==> src/rtl/rr_onehot_arbiter_pkg.sv <==
// Shared spcom helpers for the round-robin arbiter: log2, FSM encoding and
// the thermometer pointer-mask builder.
package rr_onehot_arbiter_pkg;

  localparam int MAX_N = 64;

  localparam logic [0:0] ARB_IDLE  = 1'b0;
  localparam logic [0:0] ARB_GRANT = 1'b1;

  // Ceiling log2; clog2(1) = 0.
  function automatic int clog2(input int v);
    int r;
    int x;
    r = 0;
    x = v - 1;
    while (x > 0) begin
      r++;
      x = x >> 1;
    end
    return r;
  endfunction

  // Thermometer mask with every bit at or above ptr set.
  function automatic logic [MAX_N-1:0] therm_from(input int ptr);
    logic [MAX_N-1:0] m;
    for (int i = 0; i < MAX_N; i++) m[i] = (i >= ptr);
    return m;
  endfunction

endpackage

==> src/rtl/rr_onehot_arbiter_if.sv <==
// Request/grant bundle between requesters (master) and the arbiter (slave).
interface rr_onehot_arbiter_if #(
  parameter int N = 16
);
  logic [N-1:0] req;
  logic         done;
  logic [N-1:0] gnt;
  logic         gnt_vld;
  logic         timeout;

  modport master (output req, done, input gnt, gnt_vld, timeout);
  modport slave  (input req, done, output gnt, gnt_vld, timeout);
endinterface

==> src/rtl/rr_onehot_arbiter_ffs.sv <==
// Lowest-set-bit isolator: returns a one-hot (or zero) copy of the input.
module ffs_onehot #(
  parameter int WIDTH = 16
) (
  input  logic [WIDTH-1:0] vec,
  output logic [WIDTH-1:0] onehot
);
  // Two's complement trick keeps only the least significant one.
  assign onehot = vec & (~vec + WIDTH'(1));
endmodule

==> src/rtl/rr_onehot_arbiter.sv <==
// Registered round-robin arbiter with hold-until-done grants and an optional
// hold timeout that force-releases a hung owner.
module rr_onehot_arbiter
  import rr_onehot_arbiter_pkg::*;
#(
  parameter int N       = 16,
  parameter int TIMEOUT = 0
) (
  input logic                clk,
  input logic                rst,
  rr_onehot_arbiter_if.slave bus
);

  localparam int CNT_WIDTH = (clog2(TIMEOUT + 1) < 1) ? 1 : clog2(TIMEOUT + 1);
  localparam logic [N-1:0] PTR_RST = N'(therm_from(0));

  logic [0:0]           state;
  logic [N-1:0]         gnt_q;
  logic                 gnt_vld_q;
  logic                 timeout_q;
  logic [N-1:0]         ptr_mask;
  logic [CNT_WIDTH-1:0] hold_cnt;

  logic [N-1:0] above, rel_mask, arb_mask, hi, sel_hi, sel_req, sel;
  logic         force_rel, release_ev;

  // Mask strictly above the current owner; wraps to all-ones past bit N-1.
  assign above    = ~(gnt_q | (gnt_q - N'(1)));
  assign rel_mask = (above == '0) ? '1 : above;

  // While granted, a release re-arbitrates against the post-release mask.
  assign arb_mask = (state == ARB_GRANT) ? rel_mask : ptr_mask;
  assign hi       = bus.req & arb_mask;

  ffs_onehot #(.WIDTH(N)) u_ffs_hi  (.vec(hi),      .onehot(sel_hi));
  ffs_onehot #(.WIDTH(N)) u_ffs_req (.vec(bus.req), .onehot(sel_req));

  assign sel = (|hi) ? sel_hi : sel_req;

  if (TIMEOUT != 0) begin : g_to
    assign force_rel = (hold_cnt == CNT_WIDTH'(TIMEOUT - 1)) && !bus.done;
  end else begin : g_no_to
    assign force_rel = 1'b0;
  end

  assign release_ev = (state == ARB_GRANT) && (bus.done || force_rel);

  always_ff @(posedge clk) begin
    if (rst) begin
      state     <= ARB_IDLE;
      gnt_q     <= '0;
      gnt_vld_q <= 1'b0;
      timeout_q <= 1'b0;
      ptr_mask  <= PTR_RST;
      hold_cnt  <= '0;
    end else begin
      timeout_q <= 1'b0;
      case (state)
        ARB_IDLE: begin
          if (|bus.req) begin
            gnt_q     <= sel;
            gnt_vld_q <= 1'b1;
            state     <= ARB_GRANT;
            hold_cnt  <= '0;
          end
        end
        ARB_GRANT: begin
          if (release_ev) begin
            ptr_mask  <= rel_mask;
            timeout_q <= force_rel;
            hold_cnt  <= '0;
            if (|bus.req) begin
              gnt_q <= sel;
            end else begin
              gnt_q     <= '0;
              gnt_vld_q <= 1'b0;
              state     <= ARB_IDLE;
            end
          end else if (hold_cnt != '1) begin
            hold_cnt <= hold_cnt + CNT_WIDTH'(1);
          end
        end
        default: state <= ARB_IDLE;
      endcase
    end
  end

  assign bus.gnt     = gnt_q;
  assign bus.gnt_vld = gnt_vld_q;
  assign bus.timeout = timeout_q;

endmodule

==> src/flat_wrapper.sv <==
// flat-port wrapper written by rule: the top's interface ports become plain ports
module rr_onehot_arbiter_flat import rr_onehot_arbiter_pkg::*;
#(
  parameter int N       = 16,
  parameter int TIMEOUT = 0
)
  (clk, rst, bus_req, bus_done, bus_gnt, bus_gnt_vld, bus_timeout);
  rr_onehot_arbiter_if #(.N(N)) bus_i ();
  input logic clk;
  input logic rst;
  input wire logic [$bits(bus_i.req)-1:0] bus_req;
  input wire logic [$bits(bus_i.done)-1:0] bus_done;
  output wire logic [$bits(bus_i.gnt)-1:0] bus_gnt;
  output wire logic [$bits(bus_i.gnt_vld)-1:0] bus_gnt_vld;
  output wire logic [$bits(bus_i.timeout)-1:0] bus_timeout;
  assign bus_i.req = bus_req;
  assign bus_i.done = bus_done;
  assign bus_gnt = bus_i.gnt;
  assign bus_gnt_vld = bus_i.gnt_vld;
  assign bus_timeout = bus_i.timeout;
  rr_onehot_arbiter #(.N(N), .TIMEOUT(TIMEOUT)) u_core (.clk(clk), .rst(rst), .bus(bus_i));
endmodule
==> config.mk <==
export PLATFORM = sky130hd
export DESIGN_NAME = rr_onehot_arbiter_flat
export DESIGN_NICKNAME = d
export VERILOG_FILES = /design/src/rtl/rr_onehot_arbiter_pkg.sv /design/src/rtl/rr_onehot_arbiter_if.sv /design/src/rtl/rr_onehot_arbiter_ffs.sv /design/src/rtl/rr_onehot_arbiter.sv /design/src/flat_wrapper.sv
export SDC_FILE = /design/constraint.sdc
export NUM_CORES = 1
export LEC_CHECK = 0
export CAP_MARGIN = 20
export CORE_ASPECT_RATIO = 1.5
export CORE_MARGIN = 10
export CORE_UTILIZATION = 60
export DETAILED_ROUTE_END_ITERATION = 12
export DONT_BUFFER_PORTS = 1
export HOLD_SLACK_MARGIN = 0.05
export PLACE_DENSITY_LB_ADDON = 0.15
export SYNTH_ARGS = -nofsm -noshare
export SYNTH_HDL_FRONTEND = slang
export SYNTH_SLANG_ARGS = --single-unit
==> constraint.sdc <==
create_clock -name clk -period 6.65 [get_ports clk]
set_clock_uncertainty 0.1 [all_clocks]
set_input_delay 1.33 -clock clk [delete_from_list [all_inputs] [get_ports clk]]
set_output_delay 1.33 -clock clk [all_outputs]
set_load 0.02 [all_outputs]
==> qor.yml <==
status:
  status: "complete, no violations"
critical_path:
  cp.arrival_ns: 3.94
  critPathLaunchType: "input pin"
  critPathMaxFanout: 15
  crit_required_ns: 6.77
  worstSetupPathType: "input pin to register"
  end_kind: "register"
clocking:
  cts_num_sinks: 34
  cts_buffer_depth: 2
  cts_hold_buf: 0
  cts_resized: 0
  clk_pin_slew_ns: 0.08
  cts_tree: "built"
  cts-root-buf: "clkbuf_8"
  htree_levels: 2
  cts_buffers: 5
  cts_setup_buffers: 0
  clk_latency_ns: 0.30
sta:
  tns_ns: 0
  period_needed_ns: 3.81
  setup_viol: 0
  finalWorstSetupSlack_ns: 2.84
  clock.fmax_ghz: 0.262
  tightestPinTransition_ns: 1.02
  slew_headroom: 0.315
  rsz0062_at_grt: "false"
  hold_viol_final: 0
  timing.final.crit_share: 0.573
  slew_violations: 0
floorplanning:
  die_h_um: 97.8
  die_w_um: 71.9
  core_um2: 3920
  die_area_um2: 7030
  rows: 28
  start_util: 0.617
  io_pins: 37
job:
  cap_violations: 0
synthesis:
  synthCells: 311
  syn-cell-area_um2: 2420
  syn_avg_cell_area_um2: 7.79
  syn-num-nets: 330
  synth_edf_count: 0
  ys_seq_area_frac: 0.281
  ys_warn_count: 0
  synthArstFlopShare: 0
  ys.flop_type: "dfxtp_1"
  synth-seq-cells: 34
  ys_types: 62
detailed_routing:
  drtIter0Drc: 230
  via_count: 2461
  drt_wl_total_um: 7330
  firstDrtPassIters: 5
  ant_nets: 0
  wl_per_cell_um: 20.8
  routed_via_density: 6.99
  drc: 0
grt:
  grt.overflow.total: 0
  antenna_found_initial: 0
  grt_pass1_vias: 2269
  grt_pass1_wl_um: 11700
  grt_max_degree: 36
  grt_use_total: 0.203
place:
  gp_congestion: 0.909
  numPortBuffers: 0
  hpwl_um: 5440
  pre_cts_ws_ns: 2.58
cells_and_area:
  fin_util: 0.646
  area_growth_pct: 4.65
  antennaDiodeCount: 0
  drive_above_1_share: 0.107
  final_nets: 325
power_and_ir_drop:
  max-vdd-ir-drop_v: 0.000185
  power_leakage_nw: 0.933
  power-per-cell-area_nw_per_um2: 262
  total_power_w: 0.000665
min_path:
  hp-class: "register to register"
-- cell usage in the layout (no fill, tap or decap), drive strengths merged, types with 6 or more instances in the layout --
cell / instances
nor2: 37
dfxtp: 34
o21ai: 26
nand2: 25
nor3: 18
a21oi: 12
inv: 11
a31oi: 9
nand2b: 8
o21bai: 8
nor4: 8
nand4: 7
a211o: 7
nor2b: 6
-- per-layer routing --
| metal | vias up | GRT usage | part of all wire |
|---|---|---|---|
| met5 | - | 0 | 0 |
| met4 | 0 | 0.0987 | 0.040 |
| met3 | 25 | 0.0608 | 0.078 |
| met2 | 111 | 0.346 | 0.51 |
| met1 | 1156 | 0.220 | 0.37 |
| li1 | 1169 | - | - |
-- worst paths after layout --
check / from / endpoint / slack (ns) / cells past startpoint
worst max register to register: u_core.bus.gnt[1]$_SDFFE_PP0P_ / u_core.bus.gnt[13]$_SDFFE_PP0P_ / 3.05 / 8
worst min register to register: u_core.ptr_mask[7]$_SDFFE_PP1P_ / u_core.ptr_mask[7]$_SDFFE_PP1P_ / 0.36 / 1
worst max-delay path: bus_req[2] / u_core.bus.gnt[8]$_SDFFE_PP0P_ / 2.84 / 8
worst min-delay path: u_core.ptr_mask[7]$_SDFFE_PP1P_ / u_core.ptr_mask[7]$_SDFFE_PP1P_ / 0.36 / 1
-- cell type report --
type / count / area [µm²]
fillers: 363 / 1390
multi-input cells: 251 / 1620
flip-flops and latches: 34 / 681
inverters: 12 / 45.0
clock inverters: 3 / 45.0
well taps: 45 / 56.3
repair buffers: 2 / 15.0
clock buffers: 5 / 68.8
-- worst max-delay path, cell delays in order --
cell      delay, ns
nor4_4         0.47
nand4_1        0.33
nor4_2         0.46
nor2_1         0.15
nor3_2         0.84
nand2_1        0.11
o41ai_1        0.09
o21bai_1       0.16
-- sequential cells by signal, summed over array words and instances, names as in the netlist --
| register | count |
|---|---|
| u_core.bus.gnt | 16 |
| u_core.ptr_mask | 16 |
| u_core.bus.gnt_vld | 1 |
| u_core.state | 1 |
-- power breakdown --
group	leakage, nW	total, W	internal [W]	switching [W]
Combinational	0.605	0.000225	0.0000832	0.000142
Clock	0.0504	0.000200	0.000112	0.0000882
Sequential	0.278	0.000240	0.000219	0.0000213
Total	0.933	0.000665	0.000414	0.000252
-- cells by family after synthesis --
group,share of synthesized area
simple gates,0.308
other cells,0.00155
buf+inv,0.0485
mux,0.0258
flops,0.281
compound gates,0.335
-- Yosys cell counts, types with 4 or more instances --
cell type / number / area share
nor4_4: 4 / 0.035
nor2b_1: 6 / 0.015
nand3_1: 5 / 0.010
a31oi_1: 9 / 0.023
nor2_1: 37 / 0.057
a22oi_1: 5 / 0.015
mux2i_1: 4 / 0.017
o21bai_1: 8 / 0.025
nand3b_1: 4 / 0.012
nand2_1: 24 / 0.037
a21oi_1: 12 / 0.025
nand4_1: 7 / 0.018
dfxtp_1: 34 / 0.28
clkbuf_1: 9 / 0.014
o21ai_0: 23 / 0.048
a32oi_1: 5 / 0.018
nor3_1: 15 / 0.031
a211o_1: 7 / 0.025
inv_1: 11 / 0.017
o22ai_1: 5 / 0.013
nand2b_1: 8 / 0.021
-- per-stage QoR --
step,area [µm²],instances,hold WS [ns]
2_1_floorplan,2420,311,0.327
3_3_place_gp,2420,344,0.335
3_5_place_dp,2420,344,0.341
4_1_cts,2530,352,0.359
5_1_grt,2530,352,0.391
6_report,2530,352,0.356
No activity file was read; power rests on OpenSTA's default activity.
